**config.mk**
```make
export PLATFORM = sky130hd
export DESIGN_NAME = hist_eq_sequencer_flat
export DESIGN_NICKNAME = d
export VERILOG_FILES = /design/src/rtl/hist_eq_sequencer_pkg.sv /design/src/rtl/hist_eq_sequencer_if.sv /design/src/rtl/hist_eq_sequencer_watchdog.sv /design/src/rtl/hist_eq_sequencer.sv /design/src/flat_wrapper.sv
export SDC_FILE = /design/constraint.sdc
export NUM_CORES = 1
export LEC_CHECK = 0
export ABC_AREA = 1
export BUFFER_PORTS_ARGS = -buffer_cell sky130_fd_sc_hd__buf_2
export CORE_AREA = 4 4 130 132
export DETAILED_ROUTE_END_ITERATION = 8
export DIE_AREA = 0 0 134 136
export PLACE_DENSITY = 0.67
export SLEW_MARGIN = 30
export SYNTH_ARGS = -nofsm -noshare
export SYNTH_HDL_FRONTEND = slang
export SYNTH_SLANG_ARGS = --single-unit
```
**constraint.sdc**
```tcl
create_clock -name clock -period 2.37 [get_ports clock]
set_clock_uncertainty 0.2 [all_clocks]
set_input_delay 0.237 -clock clock [delete_from_list [all_inputs] [get_ports clock]]
set_output_delay 0.237 -clock clock [all_outputs]
set_load 0.03 [all_outputs]
```
**src/rtl/hist_eq_sequencer_pkg.sv**
```systemverilog
// ---------------------------------------------------------------------------
// hist_eq_pkg
//   Shared definitions for the histogram-equalisation stage sequencer:
//   the sequencer state encoding, default bus widths and the default
//   per-stage watchdog limit.
// ---------------------------------------------------------------------------
package hist_eq_pkg;

    typedef enum logic [2:0] {
        ST_IDLE  = 3'd0,
        ST_CLEAR = 3'd1,
        ST_HIST  = 3'd2,
        ST_MAP   = 3'd3,
        ST_DONE  = 3'd4,
        ST_ERROR = 3'd5
    } seq_state_t;

    localparam int DEF_ADDR_W    = 16;
    localparam int DEF_DATA_W    = 128;
    localparam int DEF_CDF_W     = 20;
    localparam int DEF_CLR_WORDS = 256;
    localparam int DEF_TIMEOUT   = 2**20;

    // Watched stages: the only states with an external party that can hang.
    function automatic logic is_watched_stage(input seq_state_t st);
        return (st == ST_HIST) || (st == ST_MAP);
    endfunction

endpackage

```
**src/rtl/hist_eq_sequencer_if.sv**
```systemverilog
// ---------------------------------------------------------------------------
// hist_eq_sequencer_if
//   Pipeline-facing bundle of the sequencer: stage-1 (input_pipeline)
//   handshake, cdf result and m2 write request, the m2 SRAM write port,
//   and the stage-2 (mapping pipeline) handshake.
//   master : sequencer side
//   slave  : pipelines / SRAM side
// ---------------------------------------------------------------------------
interface hist_eq_sequencer_if #(
    parameter int ADDR_W = 16,
    parameter int DATA_W = 128,
    parameter int CDF_W  = 20
);
    logic              s1_start;
    logic              s1_done;
    logic [CDF_W-1:0]  s1_cdf_min;
    logic              s1_cdf_valid;
    logic              s1_m2WE;
    logic [ADDR_W-1:0] s1_m2WriteAddr;
    logic [DATA_W-1:0] s1_m2WriteBus;
    logic              m2WE;
    logic [ADDR_W-1:0] m2WriteAddr;
    logic [DATA_W-1:0] m2WriteBus;
    logic              s2_start;
    logic              s2_done;

    modport master (
        output s1_start,
        input  s1_done, s1_cdf_min, s1_cdf_valid,
        input  s1_m2WE, s1_m2WriteAddr, s1_m2WriteBus,
        output m2WE, m2WriteAddr, m2WriteBus,
        output s2_start,
        input  s2_done
    );

    modport slave (
        input  s1_start,
        output s1_done, s1_cdf_min, s1_cdf_valid,
        output s1_m2WE, s1_m2WriteAddr, s1_m2WriteBus,
        input  m2WE, m2WriteAddr, m2WriteBus,
        input  s2_start,
        output s2_done
    );
endinterface

```
**src/rtl/hist_eq_sequencer_watchdog.sv**
```systemverilog
// ---------------------------------------------------------------------------
// stage_watchdog
//   Cycle counter for a single pipeline stage.
//   clock   : system clock
//   rst     : synchronous active-high reset
//   clear   : zero the count at the next edge (stage left / not in a stage)
//   enable  : count one cycle at the next edge; saturates at TIMEOUT-1
//   expired : enable while the count already equals TIMEOUT-1, i.e. this is
//             the TIMEOUT-th cycle spent in the stage
// ---------------------------------------------------------------------------
module stage_watchdog #(
    parameter int TIMEOUT = 2**20
) (
    input  logic clock,
    input  logic rst,
    input  logic clear,
    input  logic enable,
    output logic expired
);
    localparam int CNT_W = $clog2(TIMEOUT) + 1;
    localparam logic [CNT_W-1:0] LIMIT = CNT_W'(TIMEOUT - 1);

    logic [CNT_W-1:0] wd_cnt_reg;

    always_ff @(posedge clock) begin
        if (rst || clear) begin
            wd_cnt_reg <= '0;
        end else if (enable && (wd_cnt_reg != LIMIT)) begin
            wd_cnt_reg <= wd_cnt_reg + CNT_W'(1);
        end
    end

    assign expired = enable && (wd_cnt_reg == LIMIT);

endmodule

```
**src/rtl/hist_eq_sequencer.sv**
```systemverilog
// ---------------------------------------------------------------------------
// hist_eq_sequencer
//   Stage sequencer for the histogram-equalisation datapath. A rising edge
//   on start clears the first CLR_WORDS words of the m2 histogram SRAM,
//   runs input_pipeline (HIST) while capturing its cdf_min, then runs the
//   mapping pipeline (MAP). A watchdog aborts a stage that runs too long.
//   Ports:
//     clock, rst  : clock and synchronous active-high reset
//     start       : level run request, launches on its 0->1 edge
//     pipe        : pipeline handshakes and the m2 write port (master)
//     cdf_min     : latched cdf_min, valid from MAP entry until next run
//     busy/done/error : status decoded from the state register
// ---------------------------------------------------------------------------
module hist_eq_sequencer
    import hist_eq_pkg::*;
#(
    parameter int ADDR_W    = DEF_ADDR_W,
    parameter int DATA_W    = DEF_DATA_W,
    parameter int CDF_W     = DEF_CDF_W,
    parameter int CLR_WORDS = DEF_CLR_WORDS,
    parameter int TIMEOUT   = DEF_TIMEOUT
) (
    input  logic                 clock,
    input  logic                 rst,
    input  logic                 start,
    hist_eq_sequencer_if.master  pipe,
    output logic [CDF_W-1:0]     cdf_min,
    output logic                 busy,
    output logic                 done,
    output logic                 error
);
    localparam logic [ADDR_W-1:0] LAST_CLR = ADDR_W'(CLR_WORDS - 1);

    seq_state_t        state_reg;
    logic [ADDR_W-1:0] clr_addr_reg;
    logic [CDF_W-1:0]  cdf_min_reg;
    logic              cdf_seen_reg;
    logic              start_q_reg;

    logic launch;
    logic wd_expired;
    logic wd_clear;
    logic in_stage;
    logic stage_exit;

    assign launch   = start && !start_q_reg;
    assign in_stage = is_watched_stage(state_reg);

    // A stage is left on its done or on timeout; the counter is held at zero
    // outside HIST/MAP, so every entry into a watched stage starts from 0.
    always_comb begin
        stage_exit = 1'b0;
        case (state_reg)
            ST_HIST: stage_exit = pipe.s1_done || wd_expired;
            ST_MAP:  stage_exit = pipe.s2_done || wd_expired;
            default: stage_exit = 1'b0;
        endcase
    end

    assign wd_clear = !in_stage || stage_exit;

    stage_watchdog #(
        .TIMEOUT (TIMEOUT)
    ) u_watchdog (
        .clock   (clock),
        .rst     (rst),
        .clear   (wd_clear),
        .enable  (in_stage),
        .expired (wd_expired)
    );

    always_ff @(posedge clock) begin
        if (rst) begin
            state_reg    <= ST_IDLE;
            clr_addr_reg <= '0;
            cdf_min_reg  <= '0;
            cdf_seen_reg <= 1'b0;
            start_q_reg  <= 1'b0;
        end else begin
            start_q_reg <= start;
            case (state_reg)
                ST_IDLE, ST_DONE, ST_ERROR: begin
                    if (launch) begin
                        state_reg    <= ST_CLEAR;
                        clr_addr_reg <= '0;
                        cdf_min_reg  <= '0;
                        cdf_seen_reg <= 1'b0;
                    end
                end
                ST_CLEAR: begin
                    clr_addr_reg <= clr_addr_reg + ADDR_W'(1);
                    if (clr_addr_reg == LAST_CLR) begin
                        state_reg <= ST_HIST;
                    end
                end
                ST_HIST: begin
                    if (pipe.s1_cdf_valid) begin
                        cdf_min_reg  <= pipe.s1_cdf_min;
                        cdf_seen_reg <= 1'b1;
                    end
                    // Done beats a coincident timeout.
                    if (pipe.s1_done) begin
                        state_reg <= (pipe.s1_cdf_valid || cdf_seen_reg) ? ST_MAP : ST_ERROR;
                    end else if (wd_expired) begin
                        state_reg <= ST_ERROR;
                    end
                end
                ST_MAP: begin
                    if (pipe.s2_done) begin
                        state_reg <= ST_DONE;
                    end else if (wd_expired) begin
                        state_reg <= ST_ERROR;
                    end
                end
                default: state_reg <= ST_IDLE;
            endcase
        end
    end

    // m2 write port: counter-driven zero fill in CLEAR, zero-latency
    // passthrough of input_pipeline in HIST, idle otherwise.
    always_comb begin
        pipe.m2WE        = 1'b0;
        pipe.m2WriteAddr = '0;
        pipe.m2WriteBus  = '0;
        case (state_reg)
            ST_CLEAR: begin
                pipe.m2WE        = 1'b1;
                pipe.m2WriteAddr = clr_addr_reg;
            end
            ST_HIST: begin
                pipe.m2WE        = pipe.s1_m2WE;
                pipe.m2WriteAddr = pipe.s1_m2WriteAddr;
                pipe.m2WriteBus  = pipe.s1_m2WriteBus;
            end
            default: ;
        endcase
    end

    assign pipe.s1_start = (state_reg == ST_HIST);
    assign pipe.s2_start = (state_reg == ST_MAP);
    assign busy          = (state_reg == ST_CLEAR) || (state_reg == ST_HIST) || (state_reg == ST_MAP);
    assign done          = (state_reg == ST_DONE);
    assign error         = (state_reg == ST_ERROR);
    assign cdf_min       = cdf_min_reg;

endmodule
```
**src/flat_wrapper.sv**
```systemverilog
// flat-port wrapper written by rule: the top's interface ports become plain ports
module hist_eq_sequencer_flat import hist_eq_pkg::*;
#(
    parameter int ADDR_W    = DEF_ADDR_W,
    parameter int DATA_W    = DEF_DATA_W,
    parameter int CDF_W     = DEF_CDF_W,
    parameter int CLR_WORDS = DEF_CLR_WORDS,
    parameter int TIMEOUT   = DEF_TIMEOUT
)
  (clock, rst, start, cdf_min, busy, done, error, pipe_s1_start, pipe_s1_done, pipe_s1_cdf_min, pipe_s1_cdf_valid, pipe_s1_m2WE, pipe_s1_m2WriteAddr, pipe_s1_m2WriteBus, pipe_m2WE, pipe_m2WriteAddr, pipe_m2WriteBus, pipe_s2_start, pipe_s2_done);
  hist_eq_sequencer_if #(.ADDR_W(ADDR_W), .DATA_W(DATA_W), .CDF_W(CDF_W)) pipe_i ();
  input  logic clock;
  input  logic rst;
  input  logic start;
  output logic [CDF_W-1:0] cdf_min;
  output logic busy;
  output logic done;
  output logic error;
  output wire logic [$bits(pipe_i.s1_start)-1:0] pipe_s1_start;
  input wire logic [$bits(pipe_i.s1_done)-1:0] pipe_s1_done;
  input wire logic [$bits(pipe_i.s1_cdf_min)-1:0] pipe_s1_cdf_min;
  input wire logic [$bits(pipe_i.s1_cdf_valid)-1:0] pipe_s1_cdf_valid;
  input wire logic [$bits(pipe_i.s1_m2WE)-1:0] pipe_s1_m2WE;
  input wire logic [$bits(pipe_i.s1_m2WriteAddr)-1:0] pipe_s1_m2WriteAddr;
  input wire logic [$bits(pipe_i.s1_m2WriteBus)-1:0] pipe_s1_m2WriteBus;
  output wire logic [$bits(pipe_i.m2WE)-1:0] pipe_m2WE;
  output wire logic [$bits(pipe_i.m2WriteAddr)-1:0] pipe_m2WriteAddr;
  output wire logic [$bits(pipe_i.m2WriteBus)-1:0] pipe_m2WriteBus;
  output wire logic [$bits(pipe_i.s2_start)-1:0] pipe_s2_start;
  input wire logic [$bits(pipe_i.s2_done)-1:0] pipe_s2_done;
  assign pipe_s1_start = pipe_i.s1_start;
  assign pipe_i.s1_done = pipe_s1_done;
  assign pipe_i.s1_cdf_min = pipe_s1_cdf_min;
  assign pipe_i.s1_cdf_valid = pipe_s1_cdf_valid;
  assign pipe_i.s1_m2WE = pipe_s1_m2WE;
  assign pipe_i.s1_m2WriteAddr = pipe_s1_m2WriteAddr;
  assign pipe_i.s1_m2WriteBus = pipe_s1_m2WriteBus;
  assign pipe_m2WE = pipe_i.m2WE;
  assign pipe_m2WriteAddr = pipe_i.m2WriteAddr;
  assign pipe_m2WriteBus = pipe_i.m2WriteBus;
  assign pipe_s2_start = pipe_i.s2_start;
  assign pipe_i.s2_done = pipe_s2_done;
  hist_eq_sequencer #(.ADDR_W(ADDR_W), .DATA_W(DATA_W), .CDF_W(CDF_W), .CLR_WORDS(CLR_WORDS), .TIMEOUT(TIMEOUT)) u_core (.clock(clock), .rst(rst), .start(start), .pipe(pipe_i), .cdf_min(cdf_min), .busy(busy), .done(done), .error(error));
endmodule
```
Word-level counts from Yosys, hierarchy flattened --
Cells that the tools add are included. Widths: inputs -> output; s select.
Word-level totals: register bits 62, bits of input ports 171, logic and storage cells 58
Cells by class: add/sub/neg operators 2, eq/ne operators 11, multiplexer cells 19, reductions and logical operators 20
Operators by type and width (count):
- $mux 128 | 1
- $pmux 16 s2 | 2
- $mux 20 | 2
- $pmux 20 s2 | 1
- $add 21x1->21 const B | 1
- $eq 21x20->1 const B | 1
- $ne 21x20->1 const B | 1
- $mux 3 | 6
- $add 16x1->16 const B | 1
- $eq 16x8->1 const B | 1
- $mux 16 | 1
- $pmux 3 s4 | 1
- $logic_or 1x1->1 | 8
- $eq 3x2->1 const B | 2
- $eq 3x3->1 const B | 2
- $ne 2x1->1 const B | 3
- $pmux 1 s2 | 3
- $reduce_and 2->1 | 2
- $reduce_bool 2->1 | 2
- $eq 3x1->1 const B | 1
- $logic_and 1x1->1 | 3
- $logic_not 3->1 | 1
- $reduce_and 3->1 | 1
- $reduce_or 3->1 | 1
- 2 further kinds | 4

Logic depth before layout (Yosys ltp) --
depth after elaboration 7, gate-level depth with buffers 12, depth with buffers taken out 12

Hierarchy --
A second synthesis with hierarchy kept.
Second synthesis, totals: cell total of the unflattened synthesis 795, area total of the unflattened synthesis 4385.5 um^2
By module, submodules not included:
- hist_eq_sequencer | times used 1, cells an instance 601, area an instance 3136.8 um^2, seq. area each 820.8 um^2
- stage_watchdog | times used 1, cells an instance 194, area an instance 1248.7 um^2, seq. area each 420.4 um^2

Worst setup path before layout --
No wires, ideal clock.
path kind reg2out, start point register u_core.state_reg[1], end point output pipe_m2WriteAddr[10], arrival 1621 ps, data required time 1933 ps, path slack 312 ps, stages on the path, launching flop included 9, buffers on the path 2, path through dfxtp_1 inv_2 nor2_8 inv_2 nor2_4 buf_4 buf_2 nand2_1 o21ai_0
Between the ends: longest elaborated chain between the ends 2
Ends and longest elaborated chain:
- start: declaration | line hist_eq_sequencer.sv:34 | seq_state_t state_reg;
- start signal: assignment | line hist_eq_sequencer.sv:103 | state_reg <= (pipe.s1_cdf_valid || cdf_seen_reg) ? ST_MAP : ST_ERROR;
- $eq 3x2->1
- named net pipe_s1_start | line flat_wrapper.sv:19 | output wire logic [$bits(pipe_i.s1_start)-1:0] pipe_s1_start;
- $pmux 16 s2 | line hist_eq_sequencer.sv:126 | case (state_reg)
- end: declaration | line flat_wrapper.sv:27 | output wire logic [$bits(pipe_i.m2WriteAddr)-1:0] pipe_m2WriteAddr;
The timed path passes the listed nets, and every way through them passes these cells.

Worst setup path after layout --
start point register u_core.state_reg[1], end point output pipe_m2WriteBus[120]
Between the ends: longest elaborated chain between the ends 2
Ends and longest elaborated chain:
- $eq 3x2->1 | line hist_eq_sequencer.sv:126
- $mux 128 | line hist_eq_sequencer.sv:126
- end: declaration | line flat_wrapper.sv:28 | output wire logic [$bits(pipe_i.m2WriteBus)-1:0] pipe_m2WriteBus;
Every way passes these cells.

==> metrics <==
outcome=completed; first-pass GRT wire length=about 33000 um; Syn Inst Count=764; most frequent cells in the layout=buf_2 (276), inv_1 (167), nor2_1 (160); layout cells sized above 1=36.8%; Via density=approximately 4.6; GR Layer Usage met1=30.7%; Synth Area in XOR/XNOR=1.77%; Synth area leader=dfxtp_1; Initial Util=between 20% and 30%; initial antenna violation count=21; adder-cell area share of the yosys netlist=less than 1%; Leakage=4.05 nW; largest net degree at the start of global routing=41; Max-cap violations=0; number of synthesis warnings=0; fin crit period=2.31 ns; Routed Antenna Nets=0; HPWL Detailed=19200 um; CP Capture Type=primary output; syn_nets=937; First-pass DRT Iterations=7; worst hold slack=0.0505 ns; routability cong.=around 0.94; met2 GRT Util=35.8%; clk slew on worst S/H paths=0.05 ns; routed len/inst=17.8 um; Core ar.=0.0157 mm^2; Final WS setup=0.0577 ns; nets=1300; Synth area leaders=dfxtp_1 (28%), inv_1 (14%), nor2_1 (14%), nand2_1 (10%), nand3_1 (6.9%); WP data arrival=1.88 ns; GR Overflow Total=0; ys async rst share=0%; pwr/cell area=611 mW/mm^2; Area Growth Syn to Fin=63.3%; number of placement rows=46; Post-Synth Simple-Gate Area=39.2%; main combinational cell family by area after synthesis=simple AND/OR/NAND/NOR gates; worst setup path class=flop to primary output; clock network latency to the later pin of the worst-skew pair=0.32 ns; Hold Crit Class=primary input to flop; CTS tree=built; DIE AREA=0.0182 mm^2; vias post-DR=6196; post-synth top area share=27.9%; sequential-to-total area share from yosys stat=about 28%; number of flops mapped to enable cells by yosys=0; CTS Sinks=62; Cell Area, Synth=0.00445 mm^2; H-tree levels=3; multiplexer share of the synthesized area=0%; GRT Overall Usage=23.9%; Synth Flop Type=dfxtp_1; Slew headroom=62.2%; Fillers=1679; Final Hold Viols=0; Die W=between 100 and 150 um; Remaining DRCs=0; Synth Register Bits=62; dpl ws=0.211 ns; Initial DRC Count=452; RSZ-0062 raised after global routing=true; I/O pins=341; Slew Viols, Final=0; routed wire length=24100 um; Port Buffers=340; Worst setup SP type=flop; TritonCTS buffer count=9; Required @ worst endpoint=roughly 1.9 ns; highest clock rate=0.432 GHz; GRT busiest layer=met2; root buffer cell=clkbuf_16; Worst VDD drop=0.301 mV; routing usage on met3=12.1%; vias in the first global route=5587; commonest non-fill, non-tap cell in the layout=buf_2; Synth Area in Compound Gates=11.6%; Avg Synthesized Cell Area=5.82 um^2; crit path max fanout=6; worst-margin pin slew=0.562 ns; Die H=136 um; clock tree buffer depth=2; ratio of final minimum period to clock period=97.6%; max reg flops=21; # setup viols final=0; Netlist cell types=39
==> path summary, 6_finish.rpt <==
check	start	to	slack (ns)	depth (start not counted)
worst min register to register	u_core.clr_addr_reg[9]	u_core.clr_addr_reg[9]	0.26	1
worst min-delay path	pipe_s1_cdf_min[7]	u_core.cdf_min[7]	0.05	3
worst max register to register	u_core.state_reg[1]	u_core.cdf_min[8]	0.28	10
worst max-delay path	u_core.state_reg[1]	pipe_m2WriteBus[120]	0.06	8
==> synth_stat cells (2+ instances only) <==
cell / count
nand3b_1: 6
nand3_1: 61
o21ai_0: 26
nand2_2: 3
nand2_1: 119
buf_2: 20
nor2_1: 162
buf_4: 2
nand4_1: 11
inv_2: 5
xor2_1: 5
nor2_4: 6
nor3_1: 16
clkbuf_1: 8
dfxtp_1: 62
a21oi_1: 49
a21oi_2: 7
buf_6: 4
ha_1: 2
inv_1: 167
xnor2_1: 4
nand2_4: 2
==> cells by family after synthesis <==
kind of cell    Yosys count
simple gates            393
fa+ha+maj                 2
compound gates           91
xor+xnor                  9
flops                    62
buf+inv                 207
==> layer usage <==
metal	share of wire (%)	routed length [um]	vias up
met5	0.52	126	-
met4	1.5	364	20
met1	40	9650	2764
met2	44	10600	320
li1	-	-	3050
met3	14	3300	42
==> metrics by stage <==
step	power, W	area (um^2)	instances	utilization, %	setup TNS [ns]
2_1_floorplan	0.00227	4450	764	-	0
6_report	0.00444	7260	1354	46.2	0
3_5_place_dp	0.00281	6350	1301	40.4	0
5_1_grt	0.00464	7250	1351	46.1	-0.144
4_1_cts	0.00431	6960	1339	44.3	0
3_3_place_gp	0.00280	6350	1301	40.4	0
==> critical path: stages (launching register included) <==
cell and delay, ns:
dfxtp_4 0.38, inv_6 0.06, nor2_8 0.15, inv_4 0.06, nor2_4 0.25, buf_4 0.20
inv_6 0.05, nor2_1 0.16, buf_2 0.24
==> final cells by class <==
cell class	count	area (um^2)	area share, %
Multi-Input combinational cell	495	2380	32.8
Tap cell	216	270	3.72
Timing Repair inverter	3	23.8	0.328
Timing Repair Buffer	383	2330	32.1
Inverter	173	672	9.26
Antenna cell	6	15.0	0.207
Sequential cell	62	1240	17.2
Clock buffer	12	246	3.40
Clock inverter	4	70.1	0.965
==> power by group <==
| group | leakage, nW | switching (W) | total (W) | internal, W |
|---|---|---|---|---|
| clock network | 0.157 | 0.000466 | 0.00141 | 0.000946 |
| registers | 0.501 | 0.0000527 | 0.00113 | 0.00108 |
| logic | 3.40 | 0.00128 | 0.00189 | 0.000611 |
==> repair_timing <==
action	CTS	global route
cloned	1	4
resized for setup	30	92
buffers inserted	1	5
hold endpoints to repair	20	0
pin swaps	0	2
setup endpoints to repair	108	109
hold buffers	20	0
(Power assumes the default switching activity.)
